[config.mk]
export PLATFORM = sky130hd
export DESIGN_NAME = priv_trap_ctrl
export DESIGN_NICKNAME = d
export VERILOG_FILES = /design/src/rtl/machine_mode_types_pkg.sv /design/src/rtl/priv_cause_encoder.sv /design/src/rtl/priv_trap_ctrl.sv
export SDC_FILE = /design/constraint.sdc
export NUM_CORES = 1
export LEC_CHECK = 0
export BUFFER_PORTS_ARGS = -buffer_cell sky130_fd_sc_hd__buf_2
export CAP_MARGIN = 15
export CORE_MARGIN = 1
export CORE_UTILIZATION = 47
export CTS_BUF_LIST = sky130_fd_sc_hd__clkbuf_4 sky130_fd_sc_hd__clkbuf_8
export DETAILED_ROUTE_END_ITERATION = 10
export PLACE_DENSITY = 0.77
export RECOVER_POWER = 100
export SKIP_LAST_GASP = 1
export SYNTH_ARGS = -nofsm -noshare
export SYNTH_HDL_FRONTEND = slang
export SYNTH_SLANG_ARGS = --single-unit
[constraint.sdc]
create_clock -name CLK -period 3.3 [get_ports CLK]
set_input_delay 0.33 -clock CLK [delete_from_list [all_inputs] [get_ports CLK]]
set_output_delay 0.33 -clock CLK [all_outputs]
set_load 0.01 [all_outputs]
[src/rtl/machine_mode_types_pkg.sv]
// Shared machine-mode trap types: cause codes, trap FSM states and the
// cause-encoder payload used by the trap sequencer.
package machine_mode_types_pkg;

    localparam int unsigned XLEN    = 32;
    localparam int unsigned NUM_EXC = 9;
    localparam int unsigned NUM_INT = 3;
    localparam int unsigned CODE_W  = 5;

    localparam logic [1:0] MTVEC_MODE_VECTORED = 2'b01;

    // Exception vector bit positions; bit 0 is the highest priority
    localparam int unsigned EXC_B_FAULT_INSN = 0;
    localparam int unsigned EXC_B_MAL_INSN   = 1;
    localparam int unsigned EXC_B_ILLEGAL    = 2;
    localparam int unsigned EXC_B_BREAKPOINT = 3;
    localparam int unsigned EXC_B_ENV_M      = 4;
    localparam int unsigned EXC_B_MAL_S      = 5;
    localparam int unsigned EXC_B_MAL_L      = 6;
    localparam int unsigned EXC_B_FAULT_S    = 7;
    localparam int unsigned EXC_B_FAULT_L    = 8;

    // Interrupt vector bit positions, matching mie_bits {meie, mtie, msie}
    localparam int unsigned INT_B_MSI = 0;
    localparam int unsigned INT_B_MTI = 1;
    localparam int unsigned INT_B_MEI = 2;

    typedef enum logic [CODE_W-1:0] {
        EXC_INSN_MISALIGNED  = 5'd0,
        EXC_INSN_FAULT       = 5'd1,
        EXC_ILLEGAL_INSN     = 5'd2,
        EXC_BREAKPOINT       = 5'd3,
        EXC_LOAD_MISALIGNED  = 5'd4,
        EXC_LOAD_FAULT       = 5'd5,
        EXC_STORE_MISALIGNED = 5'd6,
        EXC_STORE_FAULT      = 5'd7,
        EXC_ECALL_M          = 5'd11
    } ex_cause_t;

    typedef enum logic [CODE_W-1:0] {
        INT_MSI = 5'd3,
        INT_MTI = 5'd7,
        INT_MEI = 5'd11
    } int_cause_t;

    typedef enum logic [1:0] {
        IDLE,
        WAIT_CLEAR,
        TRAP_REDIR,
        RET_REDIR
    } trap_fsm_t;

    localparam trap_fsm_t RESET_STATE = IDLE;

    typedef struct packed {
        logic              valid;
        logic              is_int;
        logic [CODE_W-1:0] code;
        logic              tval_sel;
    } cause_t;

    // Vectored mode offsets only interrupts; exceptions always go to base
    function automatic logic [XLEN-1:0] trap_target(
        input logic [XLEN-1:0]   mtvec,
        input logic              is_int,
        input logic [CODE_W-1:0] code
    );
        logic [XLEN-1:0] base;
        base = {mtvec[XLEN-1:2], 2'b00};
        if ((mtvec[1:0] == MTVEC_MODE_VECTORED) && is_int) begin
            return base + (XLEN'(code) << 2);
        end
        return base;
    endfunction

endpackage

[src/rtl/priv_cause_encoder.sv]
// Fixed-priority trap cause selection: any exception beats any interrupt.
module priv_cause_encoder
    import machine_mode_types_pkg::*;
(
    input  logic [NUM_EXC-1:0] i_exc,
    input  logic [NUM_INT-1:0] i_int,
    output cause_t             o_cause_c
);

    always_comb begin
        o_cause_c = '0;
        if (i_exc[EXC_B_FAULT_INSN]) begin
            o_cause_c.valid    = 1'b1;
            o_cause_c.code     = EXC_INSN_FAULT;
            o_cause_c.tval_sel = 1'b1;
        end else if (i_exc[EXC_B_MAL_INSN]) begin
            o_cause_c.valid    = 1'b1;
            o_cause_c.code     = EXC_INSN_MISALIGNED;
            o_cause_c.tval_sel = 1'b1;
        end else if (i_exc[EXC_B_ILLEGAL]) begin
            o_cause_c.valid = 1'b1;
            o_cause_c.code  = EXC_ILLEGAL_INSN;
        end else if (i_exc[EXC_B_BREAKPOINT]) begin
            o_cause_c.valid = 1'b1;
            o_cause_c.code  = EXC_BREAKPOINT;
        end else if (i_exc[EXC_B_ENV_M]) begin
            o_cause_c.valid = 1'b1;
            o_cause_c.code  = EXC_ECALL_M;
        end else if (i_exc[EXC_B_MAL_S]) begin
            o_cause_c.valid    = 1'b1;
            o_cause_c.code     = EXC_STORE_MISALIGNED;
            o_cause_c.tval_sel = 1'b1;
        end else if (i_exc[EXC_B_MAL_L]) begin
            o_cause_c.valid    = 1'b1;
            o_cause_c.code     = EXC_LOAD_MISALIGNED;
            o_cause_c.tval_sel = 1'b1;
        end else if (i_exc[EXC_B_FAULT_S]) begin
            o_cause_c.valid    = 1'b1;
            o_cause_c.code     = EXC_STORE_FAULT;
            o_cause_c.tval_sel = 1'b1;
        end else if (i_exc[EXC_B_FAULT_L]) begin
            o_cause_c.valid    = 1'b1;
            o_cause_c.code     = EXC_LOAD_FAULT;
            o_cause_c.tval_sel = 1'b1;
        end else if (i_int[INT_B_MEI]) begin
            o_cause_c.valid  = 1'b1;
            o_cause_c.is_int = 1'b1;
            o_cause_c.code   = INT_MEI;
        end else if (i_int[INT_B_MSI]) begin
            o_cause_c.valid  = 1'b1;
            o_cause_c.is_int = 1'b1;
            o_cause_c.code   = INT_MSI;
        end else if (i_int[INT_B_MTI]) begin
            o_cause_c.valid  = 1'b1;
            o_cause_c.is_int = 1'b1;
            o_cause_c.code   = INT_MTI;
        end
    end

endmodule

[src/rtl/priv_trap_ctrl.sv]
// Trap/MRET sequencer: latches one cause, holds intr until the pipeline
// drains, then issues a single-cycle fetch redirect and CSR trap write.
module priv_trap_ctrl
    import machine_mode_types_pkg::*;
(
    input  logic            CLK,
    input  logic            RST,
    input  logic            fault_insn,
    input  logic            mal_insn,
    input  logic            illegal_insn,
    input  logic            breakpoint,
    input  logic            env_m,
    input  logic            mal_s,
    input  logic            mal_l,
    input  logic            fault_s,
    input  logic            fault_l,
    input  logic            timer_int,
    input  logic            soft_int,
    input  logic            ext_int,
    input  logic            mstatus_mie,
    input  logic [2:0]      mie_bits,
    input  logic            ret,
    input  logic [XLEN-1:0] epc,
    input  logic [XLEN-1:0] badaddr,
    input  logic            pipe_clear,
    input  logic [XLEN-1:0] mtvec,
    input  logic [XLEN-1:0] mepc_r,
    output logic            intr,
    output logic            insert_pc,
    output logic [XLEN-1:0] priv_pc,
    output logic            trap_wen,
    output logic [XLEN-1:0] mepc_w,
    output logic [XLEN-1:0] mcause_w,
    output logic [XLEN-1:0] mtval_w,
    output logic            mret_done
);

    logic [NUM_EXC-1:0] w_exc;
    logic [NUM_INT-1:0] w_ie_int;
    cause_t             w_cause;
    logic [XLEN-1:0]    w_tval;
    logic [XLEN-1:0]    w_target;

    assign w_exc    = {fault_l, fault_s, mal_l, mal_s, env_m,
                       breakpoint, illegal_insn, mal_insn, fault_insn};
    assign w_ie_int = {NUM_INT{mstatus_mie}} & mie_bits & {ext_int, timer_int, soft_int};

    priv_cause_encoder u_cause_enc (
        .i_exc     (w_exc),
        .i_int     (w_ie_int),
        .o_cause_c (w_cause)
    );

    assign w_tval   = w_cause.tval_sel ? badaddr : '0;
    assign w_target = trap_target(mtvec, w_cause.is_int, w_cause.code);

    trap_fsm_t         r_state;
    trap_fsm_t         w_state_nxt;
    logic              w_latch;

    logic              r_is_int;
    logic [CODE_W-1:0] r_code;
    logic [XLEN-1:0]   r_epc;
    logic [XLEN-1:0]   r_tval;
    logic [XLEN-1:0]   r_target;

    logic              r_intr,      w_intr_nxt;
    logic              r_insert_pc, w_insert_pc_nxt;
    logic [XLEN-1:0]   r_priv_pc,   w_priv_pc_nxt;
    logic              r_trap_wen,  w_trap_wen_nxt;
    logic [XLEN-1:0]   r_mepc_w,    w_mepc_w_nxt;
    logic [XLEN-1:0]   r_mcause_w,  w_mcause_w_nxt;
    logic [XLEN-1:0]   r_mtval_w,   w_mtval_w_nxt;
    logic              r_mret_done, w_mret_done_nxt;

    always_ff @(posedge CLK) begin
        if (RST) begin
            r_state <= RESET_STATE;
        end else begin
            r_state <= w_state_nxt;
        end
    end

    // Strobes default low; CSR data and redirect target hold between traps
    always_comb begin
        w_state_nxt     = r_state;
        w_latch         = 1'b0;
        w_intr_nxt      = 1'b0;
        w_insert_pc_nxt = 1'b0;
        w_trap_wen_nxt  = 1'b0;
        w_mret_done_nxt = 1'b0;
        w_priv_pc_nxt   = r_priv_pc;
        w_mepc_w_nxt    = r_mepc_w;
        w_mcause_w_nxt  = r_mcause_w;
        w_mtval_w_nxt   = r_mtval_w;
        case (r_state)
            IDLE: begin
                if (w_cause.valid) begin
                    w_latch     = 1'b1;
                    w_intr_nxt  = 1'b1;
                    w_state_nxt = WAIT_CLEAR;
                end else if (ret) begin
                    w_priv_pc_nxt   = mepc_r;
                    w_insert_pc_nxt = 1'b1;
                    w_mret_done_nxt = 1'b1;
                    w_state_nxt     = RET_REDIR;
                end
            end
            WAIT_CLEAR: begin
                if (pipe_clear) begin
                    w_insert_pc_nxt = 1'b1;
                    w_trap_wen_nxt  = 1'b1;
                    w_priv_pc_nxt   = r_target;
                    w_mepc_w_nxt    = r_epc;
                    w_mcause_w_nxt  = {r_is_int, (XLEN - 1 - CODE_W)'(0), r_code};
                    w_mtval_w_nxt   = r_tval;
                    w_state_nxt     = TRAP_REDIR;
                end else begin
                    w_intr_nxt = 1'b1;
                end
            end
            TRAP_REDIR, RET_REDIR: begin
                w_state_nxt = IDLE;
            end
            default: begin
                w_state_nxt = IDLE;
            end
        endcase
    end

    always_ff @(posedge CLK) begin
        if (RST) begin
            r_intr      <= 1'b0;
            r_insert_pc <= 1'b0;
            r_priv_pc   <= '0;
            r_trap_wen  <= 1'b0;
            r_mepc_w    <= '0;
            r_mcause_w  <= '0;
            r_mtval_w   <= '0;
            r_mret_done <= 1'b0;
        end else begin
            r_intr      <= w_intr_nxt;
            r_insert_pc <= w_insert_pc_nxt;
            r_priv_pc   <= w_priv_pc_nxt;
            r_trap_wen  <= w_trap_wen_nxt;
            r_mepc_w    <= w_mepc_w_nxt;
            r_mcause_w  <= w_mcause_w_nxt;
            r_mtval_w   <= w_mtval_w_nxt;
            r_mret_done <= w_mret_done_nxt;
        end
    end

    // Cause snapshot taken on trap entry; sources are ignored afterwards
    always_ff @(posedge CLK) begin
        if (RST) begin
            r_is_int <= 1'b0;
            r_code   <= '0;
            r_epc    <= '0;
            r_tval   <= '0;
            r_target <= '0;
        end else if (w_latch) begin
            r_is_int <= w_cause.is_int;
            r_code   <= w_cause.code;
            r_epc    <= epc;
            r_tval   <= w_tval;
            r_target <= w_target;
        end
    end

    assign intr      = r_intr;
    assign insert_pc = r_insert_pc;
    assign priv_pc   = r_priv_pc;
    assign trap_wen  = r_trap_wen;
    assign mepc_w    = r_mepc_w;
    assign mcause_w  = r_mcause_w;
    assign mtval_w   = r_mtval_w;
    assign mret_done = r_mret_done;

endmodule

==> run metrics <==
power consumption just under 6 mW; DR pass1 iterations 5; CTS Hold Bufs 0; maximum clock frequency roughly 0.34 GHz; static leakage 4.02 nW; vias post-DR between 8,000 and 9,000; Reg2Reg Setup Slack approximately 430 ps; io pins 280; drt drc 0; global-route wire length before repair roughly 37,000 um; Worst Setup EP priv_pc[22]; CORE AREA between 15,000 and 20,000 um2; TritonCTS Sinks about 210; Critical Path, Cell by Cell buf_2 -> a222oi_1 -> clkbuf_1 -> o2111ai_1 -> a221oi_1 -> buf_12 -> nor2_1 -> a311oi_1; largest net degree at the start of global routing 112; Seq pwr share 0.457; Post-CTS Setup Bufs 0; clock buffer depth 3; Iter 0 DRT Violations approximately 610; Detail Placement HPWL 15,800 um; Post-Place Cells between 1,500 and 2,000; Net Switching 1.58 mW; Vias/cell between 5 and 6; H-tree depth 2; worst reg2reg path depth 5; crit path time final ~2900 ps; critical path data required time roughly 3700 ps; Mapped Avg Cell Area 7.86 um2; CTS tree yes; cts bufs inserted 35; family with the most delay on the worst path compound AO/OA/AOI/OAI gates; Logic pwr share 0.121; std cell rows 48; worst setup path start soft_int; reg2reg start r_state[0]; GPL Wtd Cong slightly below 0.9; CTS clk-pin slew, worst paths around 60 ps; critical path's slowest cell a221oi_1; Die ar. ~19,000 um2; Critical Path Fanout Max between 50 and 60; GRT Util Overall 0.245; RSZ-0062 raised after global routing no; Routed WL per cell around 15 um; Starting Density 0.487; Fin. Hold Viols 0; max cap viols 1; Hold Slack approximately 53 ps; Synth Instances 1,087; Power Density around 570 nW/um2; Mapped Area between 8000 and 9000 um2; sequential-to-total area share from yosys stat 0.483; slowest stage delay, CP 1160 ps; cell count along the critical path 8; RR Endpoint r_target[17]; Internal Pwr Total 4.37 mW; Area Overhead vs Synth 22.7%; Slew Limit Fails 71; Crit Path Class input pin to flip-flop; Switching Fraction 0.265; Setup violations, final 0; Worst VDD drop between 0.0003 and 0.0004 V; final net count about 1,500; share of cells above drive strength 1 0.176; Routed WL about 23,000 um; CTS resizes 0; number of global-route vias before repair between 7,000 and 8,000; slew margin rel. -0.0277; ys async rst share 0; port bufs around 250; root buffer cell clkbuf_8; Netlist cell types 50; Die X roughly 140 um; GR Overflow Total 0; Worst Hold Class input pin to flip-flop; Final Core Density 0.598; Worst-Margin Slew 1540 ps; Startpoint Class input pin; Non-Filler Instances about 1,600; Clk network pwr share 0.422; chip height roughly 140 um; Clock Latency Late Sink between 500 and 600 ps; post-route clock period utilization 0.886; Synth Register Bits slightly above 200; outcome finished with violations; worst path buffer plus inverter count 3; Post-synth EDFFs 0; CP Capture Type flip-flop; Fillers 1,673; initial antenna violation count 2; skew final ~16 ps; violated checks capacitance limit, slew limit; top_reg_cell synth dfxtp_1; synth warn 0; Final ANT Viol Nets 0; Arr. time, crit path roughly 3300 ps
registers in the layout, indices dropped and copies added, names as in the netlist:
signal     count
r_target      30
priv_pc       32
r_code         4
trap_wen       1
r_state        2
r_is_int       1
mret_done      1
mtval_w       32
r_tval        32
mepc_w        32
mcause_w       5
r_epc         32
intr           1
insert_pc      1
worst register-to-register path, stage by stage, from the launching register on:
cell      delay, ps
dfxtp_1         420
nor2_1          380
and2_2          830
clkbuf_1        770
nor2_1           90
a311oi_1        280
worst min-delay path by stage:
stage	to	from	cells after the start	slack [ps]
after floorplan	mcause_w[31]	r_is_int	2	430
after global placement	mtval_w[13]	r_tval[13]	2	440
after detailed placement	mepc_w[30]	r_epc[30]	2	440
after CTS	r_epc[15]	epc[15]	3	20
after global routing	r_epc[31]	epc[31]	3	40
final	r_epc[1]	epc[1]	3	50
power groups by stage:
stage               clock [mW]  sequential [mW]  combinational [mW]
detailed placement           0             2.77               0.744
floorplan                    0             2.78               0.454
CTS                       2.56             2.72               0.745
finish                    2.51             2.72               0.718
global route              2.69             2.73               0.807
global placement             0             2.76               0.728
synth_stat cells (all sizes together) (3+ instances only):
cell / count / share of area
nor3: 5 / 0.0029
a211oi: 17 / 0.015
nor2: 74 / 0.033
o31ai: 7 / 0.0062
buf: 35 / 0.028
or4: 7 / 0.0062
nor2b: 4 / 0.0029
or3: 7 / 0.0051
and3: 3 / 0.0022
nand2: 313 / 0.14
o21ai: 12 / 0.0070
and2: 5 / 0.0037
nand3: 44 / 0.026
and4: 3 / 0.0031
a21oi: 144 / 0.084
clkbuf: 74 / 0.033
xor2: 3 / 0.0031
nand4: 15 / 0.011
xnor2: 10 / 0.010
nor4: 11 / 0.0098
ha: 4 / 0.0059
a311oi: 43 / 0.044
nand3b: 4 / 0.0035
inv: 6 / 0.0026
dfxtp: 206 / 0.48
nand2b: 6 / 0.0044
per-layer routing:
metal	share of wire	up-vias	GRT usage
li1	-	4148	-
met1	0.44	3807	0.326
met2	0.46	294	0.389
met3	0.080	39	0.0626
met4	0.020	2	0.0763
met5	0.00056	-	0
cell families (layout without fill, tap and decap cells):
| logic type | after synthesis | in the layout | synth area share |
|---|---|---|---|
| other | 1 | 28 | 0.000439 |
| xor gates and xnor gates | 13 | 13 | 0.0133 |
| AOI/OAI and AO/OA | 242 | 242 | 0.178 |
| buffers and inverters | 115 | 341 | 0.0631 |
| adders and majority gates | 5 | 5 | 0.00820 |
| and+or+nand+nor | 505 | 505 | 0.254 |
| DFF | 206 | 206 | 0.483 |
per-stage QoR:
stage          worst slack (ps)  cell area (um2)  TNS, ps
3_5_place_dp              -81.9             9890     -222
6_report                    376            10500        0
2_1_floorplan              37.2             8640        0
3_3_place_gp               45.4             9890        0
5_1_grt                    88.1            10500        0
4_1_cts                     483            10700        0
cell usage in the layout (no fill, tap or decap), drive strengths merged, types with 2 or more instances in the layout:
cell,instances
a211oi,17
a21o,2
a21oi,144
a311oi,43
a31oi,2
and2,5
and3,3
and4,3
buf,161
bufinv,2
clkbuf,164
clkinv,6
conb,27
dfxtp,206
ha,4
inv,7
nand2,313
nand2b,6
nand3,44
nand3b,4
nand4,15
nor2,74
nor2b,4
nor3,5
nor4,11
o21a,2
o21ai,12
o31a,2
o31ai,7
or2,2
or3,7
or4,7
xnor2,10
xor2,3
cell type report:
cell class              instances  area, um2  share of cell area
flip-flops and latches        206       4120               0.393
clock buffers                  53        673              0.0642
clock inverters                10        106              0.0101
repair buffers                272       1310               0.125
diodes                          1       2.50            0.000239
multi-input cells             792       3970               0.378
well taps                     225        282              0.0268
inverters                       6       22.5             0.00215
No activity file was read; power rests on OpenSTA's default activity.
